## src/rtl/multicycle_control_fsm_if.sv

```systemverilog
// multicycle_control_fsm_if: instruction fields, memory handshake and control outputs of the multicycle controller
interface multicycle_control_fsm_if #(parameter int CNT_W = 32);
  logic [6:0] op;
  logic [2:0] funct3;
  logic funct7b5, zero, mem_ready;
  logic pc_write, adr_src, mem_write, ir_write, reg_write, illegal_op;
  logic [1:0] result_src, alu_src_a, alu_src_b, imm_src;
  logic [2:0] alu_control;
  logic [3:0] state;
  logic [CNT_W-1:0] retired;
  modport master (
    input op, funct3, funct7b5, zero, mem_ready,
    output pc_write, adr_src, mem_write, ir_write, result_src, alu_src_a, alu_src_b,
           imm_src, alu_control, reg_write, illegal_op, state, retired
  );
  modport slave (
    output op, funct3, funct7b5, zero, mem_ready,
    input pc_write, adr_src, mem_write, ir_write, result_src, alu_src_a, alu_src_b,
          imm_src, alu_control, reg_write, illegal_op, state, retired
  );
endinterface

```

## src/rtl/multicycle_control_fsm.sv

```systemverilog
// multicycle_control_fsm: RV32I multi-cycle sequencer with mem_ready stalls and retired-instruction count
module multicycle_control_fsm #(
  parameter int CNT_W = 32,
  parameter bit FETCH_ONLY_RESET = 1'b1
) (
  input logic clk,
  input logic rst_n,
  multicycle_control_fsm_if.master bus
);
  typedef enum logic [3:0] {
    FETCH = 4'd0, DECODE = 4'd1, MEMADR = 4'd2, MEMREAD = 4'd3, MEMWB = 4'd4, MEMWRITE = 4'd5,
    EXECR = 4'd6, EXECI = 4'd7, ALUWB = 4'd8, BEQ = 4'd9, JAL = 4'd10
  } state_t;
  // FETCH is the only supported restart point
  localparam state_t RESET_STATE = FETCH_ONLY_RESET ? FETCH : FETCH;
  localparam logic [1:0] OP_ADD = 2'd0, OP_SUB = 2'd1, OP_FUNCT = 2'd2;
  localparam logic [6:0] LW = 7'b0000011, SW = 7'b0100011, RTYPE = 7'b0110011,
                         ITYPE = 7'b0010011, BRANCH = 7'b1100011, JALOP = 7'b1101111;
  state_t state, next;
  logic [CNT_W-1:0] retired;
  logic retire, legal, pc_w, ir_w, reg_w, mem_w, ill;
  logic [1:0] alu_op, result_src, alu_src_a, alu_src_b, imm_src;
  logic adr_src;
  logic [2:0] funct_ctl;
  always_ff @(posedge clk or negedge rst_n)
    if (!rst_n) begin
      state <= RESET_STATE;
      retired <= '0;
    end else begin
      state <= next;
      retired <= retired + CNT_W'(retire);
    end
  assign legal = bus.op == LW || bus.op == SW || bus.op == RTYPE || bus.op == ITYPE ||
                 bus.op == BRANCH || bus.op == JALOP;
  assign retire = state == MEMWB || state == ALUWB || state == BEQ || (state == MEMWRITE && bus.mem_ready);
  always_comb begin
    next = FETCH;
    case (state)
      FETCH:    next = bus.mem_ready ? DECODE : FETCH;
      DECODE:   next = (bus.op == LW || bus.op == SW) ? MEMADR :
                       bus.op == RTYPE ? EXECR : bus.op == ITYPE ? EXECI :
                       bus.op == BRANCH ? BEQ : bus.op == JALOP ? JAL : FETCH;
      MEMADR:   next = bus.op[5] ? MEMWRITE : MEMREAD;
      MEMREAD:  next = bus.mem_ready ? MEMWB : MEMREAD;
      MEMWRITE: next = bus.mem_ready ? FETCH : MEMWRITE;
      EXECR, EXECI, JAL: next = ALUWB;
      default:  next = FETCH;
    endcase
  end
  always_comb begin
    pc_w = 1'b0;
    ir_w = 1'b0;
    reg_w = 1'b0;
    mem_w = 1'b0;
    ill = 1'b0;
    adr_src = 1'b0;
    result_src = 2'b00;
    alu_src_a = 2'b00;
    alu_src_b = 2'b00;
    imm_src = 2'b00;
    alu_op = OP_ADD;
    case (state)
      FETCH: begin
        ir_w = bus.mem_ready;
        pc_w = bus.mem_ready;
        alu_src_b = 2'b10;
        result_src = 2'b10;
      end
      DECODE: begin
        alu_src_a = 2'b01;
        alu_src_b = 2'b01;
        imm_src = 2'b10;
        ill = !legal;
      end
      MEMADR: begin
        alu_src_a = 2'b10;
        alu_src_b = 2'b01;
        imm_src = {1'b0, bus.op[5]};
      end
      MEMREAD: adr_src = 1'b1;
      MEMWB: begin
        result_src = 2'b01;
        reg_w = 1'b1;
      end
      MEMWRITE: begin
        adr_src = 1'b1;
        mem_w = 1'b1;
      end
      EXECR: begin
        alu_src_a = 2'b10;
        alu_op = OP_FUNCT;
      end
      EXECI: begin
        alu_src_a = 2'b10;
        alu_src_b = 2'b01;
        alu_op = OP_FUNCT;
      end
      ALUWB: reg_w = 1'b1;
      BEQ: begin
        alu_src_a = 2'b10;
        alu_op = OP_SUB;
        pc_w = bus.zero;
      end
      JAL: begin
        alu_src_a = 2'b01;
        alu_src_b = 2'b10;
        imm_src = 2'b11;
        pc_w = 1'b1;
      end
      default: ;
    endcase
  end
  // sub only for R-type (op[5]=1); addi ignores instr[30]
  assign funct_ctl = bus.funct3 == 3'b000 ? ((bus.funct7b5 && bus.op[5]) ? 3'b001 : 3'b000) :
                     bus.funct3 == 3'b010 ? 3'b101 : bus.funct3 == 3'b110 ? 3'b011 :
                     bus.funct3 == 3'b111 ? 3'b010 : 3'b000;
  assign bus.alu_control = alu_op == OP_FUNCT ? funct_ctl : alu_op == OP_SUB ? 3'b001 : 3'b000;
  assign bus.pc_write = pc_w & rst_n;
  assign bus.ir_write = ir_w & rst_n;
  assign bus.reg_write = reg_w & rst_n;
  assign bus.mem_write = mem_w & rst_n;
  assign bus.illegal_op = ill & rst_n;
  assign bus.adr_src = adr_src;
  assign bus.result_src = result_src;
  assign bus.alu_src_a = alu_src_a;
  assign bus.alu_src_b = alu_src_b;
  assign bus.imm_src = imm_src;
  assign bus.state = state;
  assign bus.retired = retired;
endmodule

```

## src/flat_wrapper.sv

```systemverilog
// flat-port wrapper written by rule: the top's interface ports become plain ports
module multicycle_control_fsm_flat 
#(
  parameter int CNT_W = 32,
  parameter bit FETCH_ONLY_RESET = 1'b1
)
  (clk, rst_n, bus_op, bus_funct3, bus_funct7b5, bus_zero, bus_mem_ready, bus_pc_write, bus_adr_src, bus_mem_write, bus_ir_write, bus_result_src, bus_alu_src_a, bus_alu_src_b, bus_imm_src, bus_alu_control, bus_reg_write, bus_illegal_op, bus_state, bus_retired);
  multicycle_control_fsm_if #(.CNT_W(CNT_W)) bus_i ();
  input logic clk;
  input logic rst_n;
  input wire logic [$bits(bus_i.op)-1:0] bus_op;
  input wire logic [$bits(bus_i.funct3)-1:0] bus_funct3;
  input wire logic [$bits(bus_i.funct7b5)-1:0] bus_funct7b5;
  input wire logic [$bits(bus_i.zero)-1:0] bus_zero;
  input wire logic [$bits(bus_i.mem_ready)-1:0] bus_mem_ready;
  output wire logic [$bits(bus_i.pc_write)-1:0] bus_pc_write;
  output wire logic [$bits(bus_i.adr_src)-1:0] bus_adr_src;
  output wire logic [$bits(bus_i.mem_write)-1:0] bus_mem_write;
  output wire logic [$bits(bus_i.ir_write)-1:0] bus_ir_write;
  output wire logic [$bits(bus_i.result_src)-1:0] bus_result_src;
  output wire logic [$bits(bus_i.alu_src_a)-1:0] bus_alu_src_a;
  output wire logic [$bits(bus_i.alu_src_b)-1:0] bus_alu_src_b;
  output wire logic [$bits(bus_i.imm_src)-1:0] bus_imm_src;
  output wire logic [$bits(bus_i.alu_control)-1:0] bus_alu_control;
  output wire logic [$bits(bus_i.reg_write)-1:0] bus_reg_write;
  output wire logic [$bits(bus_i.illegal_op)-1:0] bus_illegal_op;
  output wire logic [$bits(bus_i.state)-1:0] bus_state;
  output wire logic [$bits(bus_i.retired)-1:0] bus_retired;
  assign bus_i.op = bus_op;
  assign bus_i.funct3 = bus_funct3;
  assign bus_i.funct7b5 = bus_funct7b5;
  assign bus_i.zero = bus_zero;
  assign bus_i.mem_ready = bus_mem_ready;
  assign bus_pc_write = bus_i.pc_write;
  assign bus_adr_src = bus_i.adr_src;
  assign bus_mem_write = bus_i.mem_write;
  assign bus_ir_write = bus_i.ir_write;
  assign bus_result_src = bus_i.result_src;
  assign bus_alu_src_a = bus_i.alu_src_a;
  assign bus_alu_src_b = bus_i.alu_src_b;
  assign bus_imm_src = bus_i.imm_src;
  assign bus_alu_control = bus_i.alu_control;
  assign bus_reg_write = bus_i.reg_write;
  assign bus_illegal_op = bus_i.illegal_op;
  assign bus_state = bus_i.state;
  assign bus_retired = bus_i.retired;
  multicycle_control_fsm #(.CNT_W(CNT_W), .FETCH_ONLY_RESET(FETCH_ONLY_RESET)) u_core (.clk(clk), .rst_n(rst_n), .bus(bus_i));
endmodule
```

## config.mk

```make
export PLATFORM = sky130hd
export DESIGN_NAME = multicycle_control_fsm_flat
export DESIGN_NICKNAME = d
export VERILOG_FILES = /design/src/rtl/multicycle_control_fsm_if.sv /design/src/rtl/multicycle_control_fsm.sv /design/src/flat_wrapper.sv
export SDC_FILE = /design/constraint.sdc
export NUM_CORES = 1
export LEC_CHECK = 0
export ABC_CLOCK_PERIOD_IN_PS = 2500
export CORE_MARGIN = 2
export CORE_UTILIZATION = 46
export DETAILED_ROUTE_END_ITERATION = 6
export HOLD_SLACK_MARGIN = 0.06
export PLACE_DENSITY = 0.86
export SYNTH_ARGS = -nofsm -noshare
export SYNTH_HDL_FRONTEND = slang
export SYNTH_SLANG_ARGS = --single-unit
```

## constraint.sdc

```tcl
create_clock -name clk -period 2.5 [get_ports clk]
set_input_delay 0.625 -clock clk [delete_from_list [all_inputs] [get_ports clk]]
set_output_delay 0.625 -clock clk [all_outputs]
set_load 0.03 [all_outputs]
```

-- Yosys cells after proc, flatten, opt, wreduce, memory -nomap -nowiden
Index checks and enable logic that the tools add are counted.
- flip-flop bits (word level): 36
- word-level logic and storage cells: 78
- output and inout port bits: 53
- input port bits: 15
- bitwise operators: 5
- reductions and logical operators: 21
- add/subtract/negate cells: 1
- mux-type cells: 28
- equality and inequality tests: 21
- operators with widths (operator ; count):
    $add 32x1->32 ; 1
    $pmux 4 s6 ; 1
    $mux 3 ; 7
    $mux 4 ; 5
    $eq 4x3->1 const B ; 4
    $pmux 2 s2 ; 4
    $eq 7x6->1 const B ; 2
    $eq 7x7->1 const B ; 2
    $eq 4x4->1 const B ; 3
    $reduce_or 2->1 ; 5
    $eq 4x2->1 const B ; 2
    $logic_or 1x1->1 ; 8
    $mux 1 ; 8
    $eq 7x2->1 const B ; 1
    $eq 7x5->1 const B ; 1
    $eq 3x3->1 const B ; 2
    $pmux 2 s3 ; 1
    $reduce_or 3->1 ; 2
    $and 1x1->1 ; 5
    $eq 4x1->1 const B ; 1
    $logic_not 4->1 ; 1
    $reduce_or 4->1 ; 1
    $eq 3x2->1 const B ; 1
    $logic_not 3->1 ; 1
    6 further kinds ; 7

-- Logic depth before layout (Yosys ltp)
- depth after elaboration: 9
- gate-level depth with buffers: 10
- depth with buffers taken out: 9

-- Least setup slack after synthesis
OpenSTA, ideal clock, no wires.
- path type: register to output
- start: reg u_core.state[1], in the netlist u_core.bus.state[1]
- end: out bus_alu_control[0]
- data required time: 1.875 ns
- stages on the path, launching flop included: 6
- path slack: -0.035 ns
- arrival time: 1.910 ns
- buffers on the path: 1
- cell sequence: dfrtp_1 buf_2 inv_1 nor2_1 nand2_1 o32ai_1
- longest elaborated chain between the ends: 6
- elaborated cells on any way between the ends: 9
- classes of those cells: eq/ne: 5; mux: 3; reduce/logical: 1
- ends and longest elaborated chain (element ; line ; text):
    start, declared ; multicycle_control_fsm.sv:19 ; state_t state, next;
    start signal, assigned ; multicycle_control_fsm.sv:30 ; state <= next;
    $eq 4x3->1 ; multicycle_control_fsm.sv:62 ; case (state)
    $reduce_or 2->1 (no line) ; - ;
    $pmux 2 s2 (*) ; multicycle_control_fsm.sv:62 ;
    $eq 2x1->1 ; multicycle_control_fsm.sv:117 ; assign bus.alu_control = alu_op == OP_FUNCT ? funct_ctl : alu_op == OP_SUB ? 3'b001 : 3'b000;
    $mux 1 ; multicycle_control_fsm.sv:117 ;
    $mux 3 (*) ; multicycle_control_fsm.sv:117 ;
    end, declared ; flat_wrapper.sv:24 ; output wire logic [$bits(bus_i.alu_control)-1:0] bus_alu_control;
Mark *: on every way between the ends. The rest lies on a longest branch, timed or not.

-- Final worst setup path
- start: in bus_mem_ready
- end: out bus_pc_write
- longest elaborated chain between the ends: 2
- ends and longest elaborated chain (element ; line ; text):
    start, declared ; flat_wrapper.sv:15 ; input wire logic [$bits(bus_i.mem_ready)-1:0] bus_mem_ready;
    $pmux 1 s3 ; multicycle_control_fsm.sv:62 ;
    $and 1x1->1 ; multicycle_control_fsm.sv:118 ; assign bus.pc_write = pc_w & rst_n;
    end, declared ; flat_wrapper.sv:16 ; output wire logic [$bits(bus_i.pc_write)-1:0] bus_pc_write;
No other way between the ends.

==> impl_metrics.yaml <==
cts:
  numCtsBuffers: 5
  clk_latency_ps: 290
  clk_pin_slew_ps: 70
  cts.sinks: 36
  clk_path_buf_depth: 2
  cts_tree: "yes"
  h-tree-depth: 2
  post-cts-setup-buffers: 0
  cts_root_buffer: "clkbuf_8"
placement:
  placed_cells: 327
  port_buffers: 67
  placed_area_um2: 2800
  finalWeightedCongestion: 0.892
  hpwl_um: 3800
  place_ws_ps: -32.0
worst_setup_path:
  start_kind: "input port"
  cp.arrival_ps: 1840
  required_ps: 1880
  end_kind: "output port"
  slowest_delay_ps: 500
  path_class: "input port to output port"
  crit_path_top_delay_cell: "clkdlybuf4s50_1"
  reg2reg_slack_ps: 300
  crit_fanout: 3
  cp_cell_sequence: "clkdlybuf4s50_1, nor3b_2, a31oi_1, o21ai_1, and3_1, buf_4"
routing:
  drt_iter0_markers: 127
  route.detailed.drc: 0
  wl_per_cell_um: 14.9
  routed_wl_um: 4980
  vias: 1890
  vias_per_cell: 5.64
  drt-pass1-iter-count: 4
  drtAntennaViolNets: 0
grt:
  grt-busiest-layer: "met2"
  grt_pass1_wl_um: 8210
  grt_pass1_vias: 1801
  grt_overflow: 0
  grt_start_max_net_pins: 31
  met2_usage_pct: 34.9
  gr-usage-all-layers_pct: 21.0
  grtUsageMet3_pct: 4.62
  antenna_found_initial: 0
  use_met1_pct: 25.6
logic_synthesis:
  synth_compound_area_share_pct: 7.10
  synth_top_family_by_area: "simple AND/OR/NAND/NOR gates"
  synth-async-reset-ratio_pct: 100
  synth_seq_area_share_pct: 44.5
  yosys.area.top_type: "dfrtp_1"
  synthMuxAreaShare_pct: 0.556
  synth.distinct_cells: 40
  synthTopCellsByCount: "dfrtp_1, xnor2_1, nand2_1, nand4_1, nor2_1"
  synth_area_um2: 2030
  synth-seq-cells: 36
  yosysMostFrequentCell: "dfrtp_1"
  synth-xor-area-share_pct: 13.8
  synth_flop_cell: "dfrtp_1"
  ys_top_cells_by_area: "dfrtp_1, xnor2_1, nand4_1"
  synth_adder_area_share_pct: 1.85
  yosysWarnings: 0
  synthSimpleGateAreaFrac_pct: 29.8
  synth_edf_count: 0
  avgSynthCellArea_um2: 9.98
  yosys.area.top_type_share_pct: 44.5
  syn_inst: 203
  syn-num-nets: 221
sta:
  rsz0062_at_grt: "no"
  skew_ps: 1.91
  fin_ws_ps: 31.1
  finalCriticalPeriod_ps: 2470
  tns_ps: 0
  holdWs_ps: 181
  tightestPinTransition_ps: 416
  relSlewSlack_pct: 72.2
  final.period_utilization_pct: 98.8
  slew_viol_final: 0
  max_freq_ghz: 0.405
  hold_viol_final: 0
  finalSetupViolCount: 0
die:
  fp.dieArea_um2: 4950
  fp.coreArea_um2: 4290
  row_count: 24
  die_y_um: 70.4
  ios: 68
  die_width_um: 70.4
  start_util_pct: 47.2
final_layout:
  areaGrowthSynthToFinish_pct: 42.9
  fin_cells: 335
  nFillCells: 342
  design_area_um2: 2900
  nets: 300
  seqCellArea_um2: 903
  drive_gt1_share_pct: 16.6
  finalCoreUtilization_pct: 67.4
  diodes: 0
  multiInputGateArea_um2: 1090
power:
  power_density_nw_per_um2: 473
  finalPower_mw: 1.37
  peakVddDrop_mv: 0.237
  static-leakage-power_nw: 1.30
worst_hold_path:
  min_path_type: "input port to asynchronous set/reset pin"
job:
  drv_cap: 0
outcome:
  outcome: "finished clean"
cells by family (layout without fill, tap and decap cells):
kind of cell / after synthesis / after routing
AOI/OAI and AO/OA: 23 / 23
xor gates and xnor gates: 32 / 32
adders and majority gates: 3 / 3
buffers and inverters: 12 / 92
DFF: 36 / 36
muxes: 1 / 1
and+or+nand+nor: 96 / 96
per-layer routing:
layer  share of wire (%)  wire [µm]  vias to the layer above
met3                 6.8        341                        8
met4                 1.7         87                        0
met5                   0          0                        -
met1                  42       2120                      914
met2                  49       2430                       70
li1                    -          -                      898
sequential cells by signal, indices dropped and copies added (netlist names):
signal / flops
u_core.bus.state: 4
u_core.bus.retired: 32
power by group:
part / switching [mW] / internal (mW)
clock: 0.200 / 0.225
sequential: 0.0455 / 0.610
combinational: 0.169 / 0.122
total: 0.414 / 0.956
worst max-delay path, delay by kind of cell:
kind | cells | cell delay (ps)
AO/OA/AOI/OAI | 2 | 200
buffers and inverters | 2 | 660
AND/OR/NAND/NOR | 2 | 350
what timing repair did:
item	in CTS	in global routing
setup endpoints to repair	8	10
resized for setup	8	5
pin swaps	0	1
hold buffers	0	0
layout make-up:
cell class,instances,share of cell area [%]
timing repair buffer,79,25.2
inverter,5,0.648
multi-input combinational,155,37.6
tap,52,2.25
clock buffer,8,3.11
sequential,36,31.2
path summary, 6_finish.rpt:
path	cells past startpoint	startpoint	end
worst max-delay path	6	bus_mem_ready	bus_pc_write
worst min-delay path	1	rst_n	u_core.bus.retired[1]
worst max register to register	8	u_core.bus.state[3]	u_core.bus.retired[13]
worst min register to register	1	u_core.bus.retired[24]	u_core.bus.retired[24]
max in group asynchronous	2	rst_n	u_core.bus.retired[27]
min in group clk	1	u_core.bus.retired[24]	u_core.bus.retired[24]
layout by cell type, fill, tap and decap left out, drive strengths merged, types with 5 or more instances in the layout:
cell type and n:
xor2 9, clkdlybuf4s50 48, a21oi 6, nand2 14
clkbuf 8, nor3 11, a31oi 5, and4 6
inv 5, buf 22, and3 8, xnor2 23
nand3 13, nor2 13, dfrtp 36, nand4 16
nor4 6, dlygate4sd2 7
Note: power is estimated with default switching activity, not from simulation.
